<file path="config.mk">
export PLATFORM = sky130hd
export DESIGN_NAME = varredura_display
export DESIGN_NICKNAME = d
export VERILOG_FILES = /design/src/rtl/varredura_display.sv
export SDC_FILE = /design/constraint.sdc
export NUM_CORES = 1
export LEC_CHECK = 0
export ABC_AREA = 1
export BUFFER_PORTS_ARGS = -buffer_cell sky130_fd_sc_hd__buf_2
export CELL_PAD_IN_SITES_DETAIL_PLACEMENT = 1
export CELL_PAD_IN_SITES_GLOBAL_PLACEMENT = 1
export CORE_MARGIN = 3
export CORE_UTILIZATION = 40
export CTS_CLUSTER_DIAMETER = 50
export DETAILED_ROUTE_END_ITERATION = 10
export HOLD_SLACK_MARGIN = 0.03
export PLACE_DENSITY = 0.84
export SETUP_SLACK_MARGIN = 0.3
export SLEW_MARGIN = 10
export SYNTH_ARGS = -nofsm -noshare
export SYNTH_HDL_FRONTEND = slang
export SYNTH_SLANG_ARGS = --single-unit
</file>
<file path="constraint.sdc">
create_clock -name Clock -period 1.8 [get_ports Clock]
set_input_delay 0.18 -clock Clock [delete_from_list [all_inputs] [get_ports Clock]]
set_output_delay 0.18 -clock Clock [all_outputs]
set_load 0.01 [all_outputs]
</file>
<file path="src/rtl/varredura_display.sv">
// Four-digit 7-segment scan driver: write-addressed pattern bank, prescaled digit rotation,
// active-low one-hot enables. Optional anti-ghosting dead time under VARREDURA_BLANK_EN.
module varredura_display #(
  parameter int unsigned DIVISOR      = 50000,
  parameter int unsigned LARGURA_CONT = 20,
  parameter int unsigned BLANK_CYCLES = 2
) (
  input  logic       Clock,
  input  logic       Reset,
  input  logic       Habilita,
  input  logic       Escrita,
  input  logic [1:0] Endereco,
  input  logic [6:0] Dado,
  output logic [6:0] Segmentos,
  output logic [3:0] Digito,
  output logic [1:0] Selecao,
  output logic       Fim_Varredura
);

  localparam logic [LARGURA_CONT-1:0] ULTIMO = LARGURA_CONT'(DIVISOR - 1);

  // Elaboration-time parameter sanity checks; nothing is synthesized here.
  if ((DIVISOR < 1) || (DIVISOR > (1 << LARGURA_CONT))) begin : g_bad_divisor
    $error("varredura_display: DIVISOR out of range for LARGURA_CONT");
  end
  if (BLANK_CYCLES >= DIVISOR) begin : g_bad_blank
    $error("varredura_display: BLANK_CYCLES must be less than DIVISOR");
  end

  logic [LARGURA_CONT-1:0] presc_r;
  logic [LARGURA_CONT-1:0] presc_next_s;
  logic [1:0]              sel_next_s;
  logic                    fim_next_s;
  logic                    lit_s;
  logic [6:0]              bank_r      [4];
  logic [6:0]              bank_next_s [4];
  logic [6:0]              seg_next_s;
  logic [3:0]              dig_next_s;

  // Prescaler and digit index advance; the wrap pulse marks 3 -> 0.
  always_comb begin
    presc_next_s = presc_r;
    sel_next_s   = Selecao;
    fim_next_s   = 1'b0;
    if (Habilita) begin
      if (presc_r == ULTIMO) begin
        presc_next_s = '0;
        sel_next_s   = Selecao + 2'd1;
        fim_next_s   = (Selecao == 2'd3);
      end else begin
        presc_next_s = presc_r + LARGURA_CONT'(1);
      end
    end else begin
      presc_next_s = presc_r;
      sel_next_s   = Selecao;
    end
  end

  // Write port merged ahead of the output mux so a write to the lit digit shows at once.
  always_comb begin
    for (int i = 0; i < 4; i++) begin
      if (Escrita && (Endereco == 2'(i))) begin
        bank_next_s[i] = Dado;
      end else begin
        bank_next_s[i] = bank_r[i];
      end
    end
  end

  // Display is dark while frozen, and during the dead time when that feature is built in.
  always_comb begin
`ifdef VARREDURA_BLANK_EN
    lit_s = Habilita && (presc_next_s >= LARGURA_CONT'(BLANK_CYCLES));
`else
    lit_s = Habilita;
`endif
    seg_next_s = 7'd0;
    dig_next_s = 4'b1111;
    if (lit_s) begin
      seg_next_s = bank_next_s[sel_next_s];
      case (sel_next_s)
        2'd0:    dig_next_s = 4'b1110;
        2'd1:    dig_next_s = 4'b1101;
        2'd2:    dig_next_s = 4'b1011;
        2'd3:    dig_next_s = 4'b0111;
        default: dig_next_s = 4'b1111;
      endcase
    end else begin
      seg_next_s = 7'd0;
      dig_next_s = 4'b1111;
    end
  end

  // State and registered outputs; reset discards any write in the same cycle.
  always_ff @(posedge Clock) begin
    if (!Reset) begin
      presc_r       <= '0;
      Selecao       <= 2'd0;
      for (int i = 0; i < 4; i++) begin
        bank_r[i] <= 7'd0;
      end
      Segmentos     <= 7'd0;
      Digito        <= 4'b1111;
      Fim_Varredura <= 1'b0;
    end else begin
      presc_r       <= presc_next_s;
      Selecao       <= sel_next_s;
      for (int i = 0; i < 4; i++) begin
        bank_r[i] <= bank_next_s[i];
      end
      Segmentos     <= seg_next_s;
      Digito        <= dig_next_s;
      Fim_Varredura <= fim_next_s;
    end
  end

endmodule
</file>
==> results.md, run 1 <==
- Run status: finished with violations
- Violated checks: negative setup slack
- Via density: 5.20
- Drt initial violations: 117
- Synth top area share: 0.417
- Top_reg_cell synth: dfxtp_1
- CTS tree: yes
- Crit Path Class: reg2reg
- CP Launch Type: flop
- Overall routed net length: 10800 µm
- Placed Area: 0.00328 mm²
- Met3 Wirelength: 396 µm
- First-pass detailed-route iteration total: 4
- Vias in the first global route: 3342
- Pwr dens: 765 mW/mm²
- Top sig layer: met4
- Largest net degree at the start of global routing: 22
- Area leader, netlist: dfxtp_1
- Max-cap violations: 0
- Clk sinks: 62
- Diodes inserted: 0
- Met1 Wirelength: 4300 µm
- Yosys warns: 0
- Core area: 0.00702 mm²
- Worst slack, placed: 16.4 ps
- Setup Skew: 9.13 ps
- Final Hold Fails: 0
- Number of port buffers: 26
- Synthesized cell area: 0.00298 mm²
- Peak VDD IR: 0.482 mV
- Row count: 30
- Clk_lat worst skew: 350 ps
- Antenna Nets Post-Route: 0
- Seq cells post-synth: 62
- Initial antenna violation count: 0
- Post-route cell area: 0.00402 mm²
- Syn Nets: 440
- Worst-Margin Slew: 380 ps
- Top cell types by occurrence after synthesis: nand2_1, inv_1, nor2_1
- Fraction of layout cells with a size suffix above 1: 0.301
- First-pass GRT wire length: 16900 µm
- Initial Utilization: 0.424
- Nets: 509
- WL/cell: 18.2 µm
- Chip width: 92.3 µm
- Grt ovf: 0
- Leakage: 2.05 nW
- Gate Count Post-Synth: 425
- Synthesis-to-layout area growth: 35.0%
- Final setup viols: 7
- Worst Path Required: 2070 ps
- RSZ-0062 raised after global routing: yes
- Tot GR Track Use: 0.257
- Deepest clock path buffer count: 2
- H-tree depth: 3
- # DRC: 0
- Sequential share of the synthesized area: 0.417
- Die height: 92.3 µm
- Netlist cell types: 32
- Post-synth ARST share: 0
- CTS Buf Count: 9
- Crit share post-route: 1.03
- IO Count: 27
- Met2 wire length: 5710 µm
- Clock period minus final worst setup slack: 1860 ps
- RePlAce Congestion: 0.797
- Hold_buf cts: 0
- Final-layout fill cell count: 878
- Max-slew headroom: 0.744
- Pwr Total: 3.07 mW
- Count leader, synth: nand2_1
- Vias: 3094
- Hold WC Path Type: in2reg
- Nature of the critical path endpoint: flop
- Clock Root Buffer: clkbuf_8
- Largest fanout on the critical path: 6
- Fmax: 537 MHz
- Setup_tns: -97.7 ps
- Clock transition at the registers of the reported paths: 70 ps
- Max-slew violations: 0
- WP data arrival: 2130 ps
- Die area: 0.00852 mm²
- Final worst setup slack: -62.4 ps
- Dpl hpwl: 6050 µm
- Post-synth EDFFs: 0
- Synth area leaders: dfxtp_1, nand2_1, inv_1
- Synthesized area per cell: 7.01 µm²
-- metrics by stage --
stage / utilization / hold slack, ps / std cells
after floorplan: - / 328 / 425
after global placement: 0.468 / 464 / 551
after detailed placement: 0.468 / 481 / 551
after CTS: 0.544 / 110 / 584
after global routing: 0.573 / 162 / 595
final: 0.573 / 169 / 595
-- power by group --
group	switching [mW]	total [mW]	leakage (nW)	internal, mW
clock	0.562	1.38	0.110	0.814
sequential	0.0159	1.43	0.511	1.41
combinational	0.177	0.271	1.43	0.0944
total	0.755	3.07	2.05	2.32
-- per-layer routing --
metal	vias up	global-route usage
li1	1466	-
met1	1510	0.284
met2	78	0.470
met3	40	0.0591
met4	0	0.108
met5	-	0
-- placed cells by master, fill, tap and decap left out, types with 3 or more instances in the layout --
master    Yosys  final
nand4_1       7      7
nand3_2       4      5
buf_6         4      3
inv_2         2      6
o21ai_0      22     22
nor3_1        6      3
nor2_1       67     55
inv_1        69     65
dfxtp_1      62     49
nand3_1      27     24
clkbuf_8      0     10
xor2_1       10     10
nor3_4        0      3
dfxtp_2       0     12
buf_2         2     26
nand2_4       0      6
nor2_4        1      5
nor2_2        4     12
mux2i_1       7      7
nand3b_1      7      7
buf_4         0     36
nand2_2       3      4
nand2_1      90     82
a21oi_1      11     10
-- kinds of logic after synthesis --
kind of cell / count (synthesis) / synth area share
AO/OA/AOI/OAI: 38 / 0.0710
XOR/XNOR: 11 / 0.0324
adder cells (fa/ha/maj): 2 / 0.00840
buffers and inverters: 85 / 0.120
flip-flops: 62 / 0.417
multiplexers: 7 / 0.0235
AND/OR/NAND/NOR: 220 / 0.328
-- path summary, 6_finish.rpt --
| kind | end | slack, ps | cells past startpoint | start |
|---|---|---|---|---|
| setup / recovery | Segmentos[1] | -60 | 11 | presc_r[9] |
| hold / removal | bank_r[3][4] | 170 | 3 | Dado[4] |
| setup reg to reg | Segmentos[1] | -60 | 11 | presc_r[9] |
| hold reg to reg | bank_r[3][3] | 510 | 2 | bank_r[3][3] |
-- state kept, by name, indices dropped and copies added, names as in the netlist --
signal,flops
Fim_Varredura,1
Selecao,2
Segmentos,7
presc_r,20
Digito,4
bank_r,28
-- timing repair --
| action | 4_1_cts | 5_1_grt |
|---|---|---|
| pin swaps | 15 | 19 |
| gates cloned | 3 | 0 |
| buffers inserted | 14 | 11 |
| gates resized for setup | 46 | 32 |
| endpoints found under the setup margin | 28 | 30 |
-- worst max-delay path, stage by stage, from the launching register on --
cell and delay [ps]:
dfxtp_1 350, nand2_1 100, inv_2 110, nand2_1 110, nor2_2 150, nand4_1 200
nand2_4 180, buf_12 130, nand3_1 90, nand2_1 130, nand2_1 60, a21oi_1 170
-- area by class of cell --
cell class | instances | area [µm²] | share of cell area
tap | 96 | 120 | 0.0299
clock inverter | 4 | 70.1 | 0.0174
multi-input combinational | 279 | 1620 | 0.402
clock buffer | 12 | 145 | 0.0361
inverter | 73 | 284 | 0.0707
timing repair buffer | 69 | 524 | 0.130
sequential | 62 | 1260 | 0.313
No activity file was read; power rests on OpenSTA's default activity.
==> run 2, diff against run 1 <==
- GPL_TIMING_DRIVEN: not set -> 0
==> run 2 against run 1 <==
The flow still finishes with violations (negative setup slack). Count of clock-buffer cells in the layout shrank 2. Power is 7.6% higher. Sequential cell count is the same. Final cell count up 3.9%. Routed wire length is 37% higher. Largest power group is now clock. Highest routed layer unchanged.
==> results.md, run 2 (same netlist as run 1, synthesis figures left out) <==
- Setup Skew: 18.2 ps
- Final Hold Fails: 0
- Tot GR Track Use: 0.284
- Overall routed net length: 14800 µm
- Pwr dens: 747 mW/mm²
- IO Count: 27
- Biggest regs: bank_r x28, presc_r x20, Segmentos x7
- Drt initial violations: 250
- Vias in the first global route: 3414
- CTS tree: yes
- Final worst setup slack: -208 ps
- Final setup viols: 17
- Die height: 92.3 µm
- Max-slew violations: 0
- Vias: 3460
- Die area: 0.00852 mm²
- Row count: 30
- Fin util: 0.631
- Grt ovf: 0
- Hold_buf cts: 0
- Leakage: 2.25 nW
- Hold WC Path Type: in2reg
- H-tree depth: 3
- Peak VDD IR: 0.569 mV
- Clk_lat worst skew: 370 ps
- Violated checks: negative setup slack
- Clock transition at the registers of the reported paths: 90 ps
- # DRC: 0
- Cell Int Power: 2.47 mW
- Clock Root Buffer: clkbuf_8
- First-pass GRT wire length: 18200 µm
- Register with the most flip-flops: bank_r
- Nature of the critical path endpoint: flop
- Fraction of layout cells with a size suffix above 1: 0.393
- Run status: finished with violations
- Max-slew headroom: 0.598
- Fmax: 498 MHz
- Chip width: 92.3 µm
- Synthesis-to-layout area growth: 48.8%
- CP max stage cell: dfxtp_4
- Psw: 841 µW
- Nets: 531
- Number of flip-flops in the largest register: 28
- Max-cap violations: 0
- Largest fanout on the critical path: 7
- Switching share of power: 0.254
- Initial Utilization: 0.424
- Deepest clock path buffer count: 2
- CP bufs+invs: 2
- Via density: 5.60
- Clock Power Share: 0.474
- Worst-Margin Slew: 604 ps
- Commonest non-fill, non-tap cell in the layout: nand2_1
- Largest net degree at the start of global routing: 12
- WL/cell: 24.0 µm
- Antenna Nets Post-Route: 0
- Core area: 0.00702 mm²
- First-pass detailed-route iteration total: 5
- Number of port buffers: 26
- Clk sinks: 62
- WP data arrival: 2310 ps
- Crit Path Class: reg2reg
- Initial antenna violation count: 1
- Worst path max stage delay: 360 ps
- CP Launch Type: flop
- Pwr Total: 3.31 mW
- Delay-heaviest family, CP: simple AND/OR/NAND/NOR gates
- Worst Path Required: 2100 ps
- Clock period minus final worst setup slack: 2010 ps
- CP dominant cell by count: nand2_1
- Dpl hpwl: 5930 µm
- Reg power frac: 0.430
- RSZ-0062 raised after global routing: yes
- RePlAce Congestion: 0.850
- Crit share post-route: 1.12
- Most frequent cells in the layout: nand2_1, inv_1, nor2_1
- Cell Chain, Critical Path: buf_4, inv_1, nand2_1, nor2_1, nand2_1, nor2_1, nand3_1, nand2_2, nand3_1, nand2_1, nand2_1, a21oi_1
- Combinational Power Share: 0.096
- CTS Buf Count: 9
-- run 2: cell count changes in the layout (fill, tap and decap cells not counted), sizes merged --
cell | before | now
diode | 0 | 1
inv | 71 | 72
bufinv | 2 | 3
clkinv | 4 | 5
buf | 69 | 84
clkbuf | 12 | 16
-- run 2: repair_timing --
item / in CTS / in global routing
gates cloned: 4 / 1
endpoints found under the setup margin: 29 / 30
setup buffers: 28 / 21
pin swaps: 26 / 35
resized for setup: 75 / 81
-- run 2: worst paths after layout --
path | slack [ps] | end | depth (start not counted) | start
max | -210 | Segmentos[5] | 12 | presc_r[5]
min | 180 | bank_r[3][1] | 3 | Dado[1]
max reg2reg | -210 | Segmentos[5] | 12 | presc_r[5]
min reg2reg | 510 | bank_r[3][2] | 2 | bank_r[3][2]
-- run 2: layer usage --
layer / wire length (µm) / GRT usage / share of wire / vias up
met5: 0 / 0 / 0 / -
met4: 1240 / 0.167 / 0.083 / 0
met3: 967 / 0.0804 / 0.065 / 101
met2: 7120 / 0.518 / 0.48 / 201
met1: 5490 / 0.284 / 0.37 / 1654
li1: - / - / - / 1504
-- run 2: layout make-up --
type                    instances  area [µm²]
multi-input cells             279        1800
clock inverters                 6         109
diodes                          1        2.50
plain buffers                  12        85.1
repair inverters                1        16.3
clock buffers                  10         138
fillers                       859        2590
well taps                      96         120
repair buffers                 78         586
flip-flops and latches         62        1280
inverters                      73         294
-- run 2: per-stage QoR --
stage	setup TNS, ps	hold WS [ps]	cell area [µm²]	std cells	setup WS [ps]
floorplan	0	328	2980	425	300
global placement	0	463	3230	547	23.7
CTS	0	105	3970	595	159
global route	-1530	174	4430	618	-221
detailed placement	-80.5	478	3230	547	-43.8
finish	-1050	179	4430	618	-208
-- run 2: tightest hold or removal path, cell delays in order --
cell and delay, ps:
buf_2 140, mux2i_1 100, nor2_1 90
-- run 2: power groups by stage --
stage / logic, mW / clock network [mW] / registers [mW]
finish: 0.317 / 1.57 / 1.42
global route: 0.344 / 1.63 / 1.42
CTS: 0.248 / 1.55 / 1.42
detailed placement: 0.229 / 0 / 1.46
global placement: 0.221 / 0 / 1.45
floorplan: 0.147 / 0 / 1.46
